File: config.mk
export PLATFORM = sky130hd
export DESIGN_NAME = iq_correlator
export DESIGN_NICKNAME = d
export VERILOG_FILES = /design/src/rtl/iq_correlator.sv
export SDC_FILE = /design/constraint.sdc
export NUM_CORES = 1
export LEC_CHECK = 0
export ABC_AREA = 1
export BUFFER_PORTS_ARGS = -buffer_cell sky130_fd_sc_hd__clkbuf_2
export CAP_MARGIN = 10
export CELL_PAD_IN_SITES_DETAIL_PLACEMENT = 0
export CELL_PAD_IN_SITES_GLOBAL_PLACEMENT = 1
export CORE_ASPECT_RATIO = 1.75
export CORE_MARGIN = 1.5
export CORE_UTILIZATION = 41
export DETAILED_ROUTE_END_ITERATION = 12
export GPL_TIMING_DRIVEN = 0
export PLACE_DENSITY = 0.84
export SLEW_MARGIN = 20
export SYNTH_ARGS = -nofsm -noshare
export SYNTH_HDL_FRONTEND = slang
export SYNTH_SLANG_ARGS = --single-unit
File: constraint.sdc
create_clock -name clk -period 4.8 [get_ports clk]
set_clock_uncertainty 0.05 [all_clocks]
set_input_delay 0.72 -clock clk [delete_from_list [all_inputs] [get_ports clk]]
set_output_delay 0.72 -clock clk [all_outputs]
set_load 0.01 [all_outputs]
File: src/rtl/iq_correlator.sv
// iq_correlator: I/Q correlator against a 16-phase LO table over PERIODS periods.
// Optional IQ_CORR_MAG_EN adds a registered L1 magnitude on mag_out.
module iq_correlator #(
  parameter int PERIODS = 4,
  parameter int ACC_W   = 24
) (
  input  logic                    clk,
  input  logic                    rst,
  input  logic                    start,
  input  logic [8:0]              sample_in,
  input  logic                    sample_valid,
  output logic                    busy,
  output logic signed [ACC_W-1:0] i_out,
  output logic signed [ACC_W-1:0] q_out,
  output logic [ACC_W:0]          mag_out,
  output logic                    result_valid
);

  localparam int NS = 16 * PERIODS;
  localparam int CW = 9;

  typedef enum logic [1:0] {
    IDLE,
    ACCUM,
    FLUSH
  } state_t;

  state_t state;
  state_t state_n;

  logic [1:0]    fcnt;
  logic [1:0]    fcnt_n;
  logic [3:0]    p;
  logic [CW-1:0] cnt;

  logic clr;
  logic take;
  logic load;
  logic last;

  logic signed [7:0]  cos_v;
  logic signed [7:0]  sin_v;
  logic signed [17:0] smp_x;
  logic signed [17:0] cos_x;
  logic signed [17:0] sin_x;
  logic signed [17:0] mul_i;
  logic signed [17:0] mul_q;
  logic signed [17:0] prod_i;
  logic signed [17:0] prod_q;
  logic               prod_vld;

  logic signed [ACC_W-1:0] acc_i;
  logic signed [ACC_W-1:0] acc_q;

  function automatic logic signed [7:0] cos_lut(
    input logic [3:0] idx
  );
    logic signed [7:0] v;
    v = '0;
    case (idx)
      4'd0:  v = 8'sd100;
      4'd1:  v = 8'sd92;
      4'd2:  v = 8'sd71;
      4'd3:  v = 8'sd38;
      4'd4:  v = 8'sd0;
      4'd5:  v = -8'sd38;
      4'd6:  v = -8'sd71;
      4'd7:  v = -8'sd92;
      4'd8:  v = -8'sd100;
      4'd9:  v = -8'sd92;
      4'd10: v = -8'sd71;
      4'd11: v = -8'sd38;
      4'd12: v = 8'sd0;
      4'd13: v = 8'sd38;
      4'd14: v = 8'sd71;
      4'd15: v = 8'sd92;
      default: v = 8'sd0;
    endcase
    return v;
  endfunction

  // sine is the cosine table delayed by a quarter period
  assign cos_v = cos_lut(p);
  assign sin_v = cos_lut(p + 4'd12);

  assign smp_x = {{9{sample_in[8]}}, sample_in};
  assign cos_x = {{10{cos_v[7]}}, cos_v};
  assign sin_x = {{10{sin_v[7]}}, sin_v};
  assign mul_i = smp_x * cos_x;
  assign mul_q = smp_x * sin_x;

  assign last = (cnt == CW'(NS - 1));
  assign busy = (state != IDLE);

  // FSM state and flush-step register
  always_ff @(posedge clk) begin
    if (rst) begin
      state <= IDLE;
      fcnt  <= '0;
    end else begin
      state <= state_n;
      fcnt  <= fcnt_n;
    end
  end

  // next state and per-cycle control strobes
  always_comb begin
    state_n = state;
    fcnt_n  = fcnt;
    clr     = 1'b0;
    take    = 1'b0;
    load    = 1'b0;
    unique case (state)
      IDLE: begin
        if (start) begin
          clr     = 1'b1;
          state_n = ACCUM;
        end
      end
      ACCUM: begin
        if (sample_valid) begin
          take = 1'b1;
          if (last) begin
            state_n = FLUSH;
            fcnt_n  = '0;
          end
        end
      end
      FLUSH: begin
        fcnt_n = fcnt + 2'd1;
        unique case (1'b1)
          (fcnt == 2'd0): ;
          (fcnt == 2'd1): load = 1'b1;
          (fcnt == 2'd2): begin
            state_n = IDLE;
            fcnt_n  = '0;
          end
          default: begin
            state_n = IDLE;
            fcnt_n  = '0;
          end
        endcase
      end
      default: begin
        state_n = IDLE;
        fcnt_n  = '0;
      end
    endcase
  end

  // LO phase and accepted-sample count advance only on taken samples
  always_ff @(posedge clk) begin
    if (rst) begin
      p   <= '0;
      cnt <= '0;
    end else if (clr) begin
      p   <= '0;
      cnt <= '0;
    end else if (take) begin
      p   <= p + 4'd1;
      cnt <= cnt + CW'(1);
    end
  end

  // stage 1: register the two products of the accepted sample
  always_ff @(posedge clk) begin
    if (rst) begin
      prod_vld <= 1'b0;
      prod_i   <= '0;
      prod_q   <= '0;
    end else begin
      prod_vld <= take;
      if (take) begin
        prod_i <= mul_i;
        prod_q <= mul_q;
      end
    end
  end

  // stage 2: wrapping accumulation of the registered products
  always_ff @(posedge clk) begin
    if (rst) begin
      acc_i <= '0;
      acc_q <= '0;
    end else if (clr) begin
      acc_i <= '0;
      acc_q <= '0;
    end else if (prod_vld) begin
      acc_i <= acc_i + ACC_W'(prod_i);
      acc_q <= acc_q + ACC_W'(prod_q);
    end
  end

  // result registers and the one-cycle strobe
  always_ff @(posedge clk) begin
    if (rst) begin
      i_out        <= '0;
      q_out        <= '0;
      result_valid <= 1'b0;
    end else begin
      result_valid <= load;
      if (load) begin
        i_out <= acc_i;
        q_out <= acc_q;
      end
    end
  end

`ifdef IQ_CORR_MAG_EN
  logic signed [ACC_W:0] ext_i;
  logic signed [ACC_W:0] ext_q;
  logic [ACC_W:0]        abs_i;
  logic [ACC_W:0]        abs_q;

  // widen before negating so the most negative value has a magnitude
  assign ext_i = {acc_i[ACC_W-1], acc_i};
  assign ext_q = {acc_q[ACC_W-1], acc_q};
  assign abs_i = ext_i[ACC_W] ? $unsigned(-ext_i) : $unsigned(ext_i);
  assign abs_q = ext_q[ACC_W] ? $unsigned(-ext_q) : $unsigned(ext_q);

  // L1 magnitude registered alongside i_out/q_out
  always_ff @(posedge clk) begin
    if (rst) begin
      mag_out <= '0;
    end else if (load) begin
      mag_out <= abs_i + abs_q;
    end
  end
`else
  assign mag_out = '0;
`endif

endmodule

==> summary.md <==
| Metric | Value |
|---|---|
| Core box area | `about 35000 um^2` |
| Yosys top cell area share | `0.2144` |
| Worst Path Arrival | `~5100 ps` |
| Max Slew Vio Count | `0` |
| Layout fillers | `between 3k and 4k` |
| Final Setup Violations | `0` |
| RSZ-0062 raised after global routing | `true` |
| Worst Path Required | `~5000 ps` |
| Routed Antenna Nets | `0` |
| DRT Pass-1 Iters | `5` |
| Number of synthesized flops with an enable pin | `0` |
| Ys flop type | `dfxtp_1` |
| Vias in the first global route | `13.19k` |
| Dpl hpwl | `33290 um` |
| Synth top area cells | `dfxtp_1 21%, fa_1 17%, inv_1 12%, nand2_1 11%, ha_1 10%` |
| Root buffer cell | `clkbuf_16` |
| Peak Freq | `about 210 MHz` |
| Share of cells above drive strength 1 | `0.1112` |
| Final Net Count | `2473` |
| P&R area growth vs syn | `14.27%` |
| Io pins | `88` |
| Max FO, Critical Path | `5` |
| Slew margin rel. | `0.4395` |
| Detailed-route via count | `around 13k` |
| Overall Power | `4646 uW` |
| Clk slew on worst S/H paths | `60 ps` |
| Minimum clock period | `4736 ps` |
| Synthesis Warnings | `0` |
| Skew-Pair Late Insertion Delay | `between 400 and 500 ps` |
| Vias per cell | `slightly below 5` |
| Total wire length | `around 40000 um` |
| Sequential element share of the synthesized area | `0.2144` |
| Global-route wire length before repair | `~65000 um` |
| Multi-input combinational cell area | `about 9700 um^2` |
| CTS buffer count | `17` |
| Netlist Area Pre-Place | `14570 um^2` |
| Slew of the pin with the lowest slew margin | `840.8 ps` |
| Worst Hold Class | `register to register` |
| Worst setup EP type | `register` |
| TritonCTS clock tree | `yes` |
| Syn_area_per_cell | `6.919 um^2` |
| Post-synth top area cell | `dfxtp_1` |
| Hold-fix buffers at CTS | `0` |
| Cell Count, Final, Fillers Out | `approximately 2.7k` |
| FFs w/ async S/R, synth | `0` |
| Initial Util | `0.4153` |
| FF+latch area | `3136 um^2` |
| PortBufs | `57` |
| Yosys cell types | `between 40 and 50` |
| Yosys reg bits | `between 150 and 200` |
| GP Congestion | `approximately 0.94` |
| Die height | `252.3 um` |
| Syn Inst Count | `2105` |
| Max-cap violations | `0` |
| Status | `finished, final reports clean` |
| Die Area | `about 37000 um^2` |
| Final Hold Viols | `0` |
| Period utilization | `0.9867` |
| Maximum number of pins on one net before global-route repair | `17` |
| Avg WL per Cell | `between 10 and 15 um` |
| Crit start category | `register` |
| Initial antenna violation count | `0` |
| Inserted Diodes | `0` |
| H-tree depth | `4` |
| Worst-case vdd ir drop | `210.8 uV` |
| DP Cell Count | `about 2.7k` |
| Critical path type | `register to register` |
| # rows | `around 90` |
| LEAKAGE | `a little over 0.009 uW` |
| Pwr/cell area | `roughly 280 nW/um^2` |
| Clk sink count | `approximately 160` |
| Maximum buffer depth of the clock tree | `2` |
| Global route total overflow | `0` |
| Iter 0 DRT Violations | `698` |
| Chip Width | `between 100 and 150 um` |
| Hold Slack | `roughly 420 ps` |
| DRC errors left | `0` |
| All-Layer GR Usage | `0.2240` |
-- repair_timing --
item                       4_1_cts  5_1_grt
buffers inserted                 7       14
resized for setup               38       79
setup endpoints to repair       11       13
pin swaps                       10       41
cloned                           0        0
-- metrics by stage --
step	setup TNS, ps	utilization	cell area (um^2)	setup WS (ps)
floorplan	0	-	14670	9.109
finish	0	0.4746	16640	64.00
global placement	-6335	0.4432	15540	-654.1
detailed placement	-7051	0.4432	15540	-701.1
global route	-690.6	0.4746	16640	-174.5
CTS	0	0.4644	16280	12.71
-- final timing paths --
path | slack [ps] | cells past startpoint | startpoint | to
max | 60 | 25 | p[1] | prod_q[15]
min reg2reg | 420 | 2 | prod_i[0] | prod_i[0]
min | 420 | 2 | prod_i[0] | prod_i[0]
max reg2reg | 60 | 25 | p[1] | prod_q[15]
-- layout by cell type (no fill, tap or decap), types with 4 or more instances in the layout --
cell        instances
a21oi_1           120
a21oi_2             7
a31oi_1             6
buf_1               5
buf_2               9
buf_4              43
clkbuf_1           38
clkbuf_16          17
clkbuf_2           58
clkinvlp_4          4
conb_1             25
dfxtp_1           152
fa_1              119
ha_1              108
ha_4                8
inv_1             437
inv_2              15
nand2_1           400
nand2_2            19
nand2_4             6
nand3_1            74
nand3_2             5
nand4_1            20
nor2_1            235
nor2_2              5
nor2_4              6
nor3_1             16
o211ai_1            6
o21a_1              4
o21ai_0           131
o21ai_1            11
o21bai_1           19
or2_2               5
xnor2_1             9
xor2_1             35
-- per-layer routing --
metal	wire length, um	vias up	track usage
li1	-	6666	-
met1	15390	6119	0.2262
met2	22250	235	0.4531
met3	861	72	0.02004
met4	1578	0	0.1052
met5	0	-	0
-- power by group --
| group | internal [uW] | switching, uW | leakage [uW] |
|---|---|---|---|
| logic | 731 | 1160 | 0.00760 |
| registers | 1350 | 48.7 | 0.00127 |
| clock network | 788 | 569 | 0.000272 |
-- logic make-up (layout without fill, tap and decap cells) --
family,after synthesis,after routing,synth area share
AND/OR/NAND/NOR,801,801,0.2239
buffers and inverters,543,645,0.1478
AO/OA/AOI/OAI,320,320,0.1181
adder cells (fa/ha/maj),240,240,0.2690
flip-flops,156,156,0.2144
XOR/XNOR,44,44,0.02646
other,1,25,0.0002575
-- flip-flops by register name (all words and copies together), names as in the netlist --
signal and count:
acc_i 24, acc_q 24, cnt 9, cos_v 7, fcnt 2, i_out 24
p 4, prod_i 17, prod_q 17, prod_vld 1, q_out 24, result_valid 1
state 2
-- worst max-delay path, cell delays in order, from the launching register on --
cell	delay (ps)
dfxtp_4	380
inv_4	50
ha_4	270
inv_2	40
nand2_2	50
o21ai_1	60
nand2_1	110
nand2_4	100
buf_12	160
clkinv_8	40
nand2_4	40
fa_1	530
inv_1	50
fa_1	400
fa_1	510
inv_1	50
fa_1	520
inv_1	40
ha_1	350
inv_1	110
o21ai_2	190
nand3_1	90
nand4_1	110
xor2_1	210
o21ai_1	80
inv_1	70
-- layout make-up --
type / instances / share of cell area
multi-input combinational: 1430 / 0.5843
sequential: 156 / 0.1884
inverter: 459 / 0.1053
tap: 465 / 0.03496
timing repair buffer: 78 / 0.02782
clock buffer: 21 / 0.02766
buffer: 78 / 0.02466
clock inverter: 9 / 0.006841
-- cell usage after synthesis (all sizes together) (2+ instances only) --
cell / n
o221ai: 4
nand2: 425
buf: 41
a21o: 3
o21bai: 20
o21a: 4
inv: 458
a31oi: 7
nor2: 247
nor3: 18
o211ai: 6
a211oi: 2
a21oi: 128
ha: 118
dfxtp: 156
o21ai: 145
or2: 8
fa: 122
nand3: 79
xor2: 35
nand4: 20
xnor2: 9
clkbuf: 43
(Power assumes the default switching activity.)
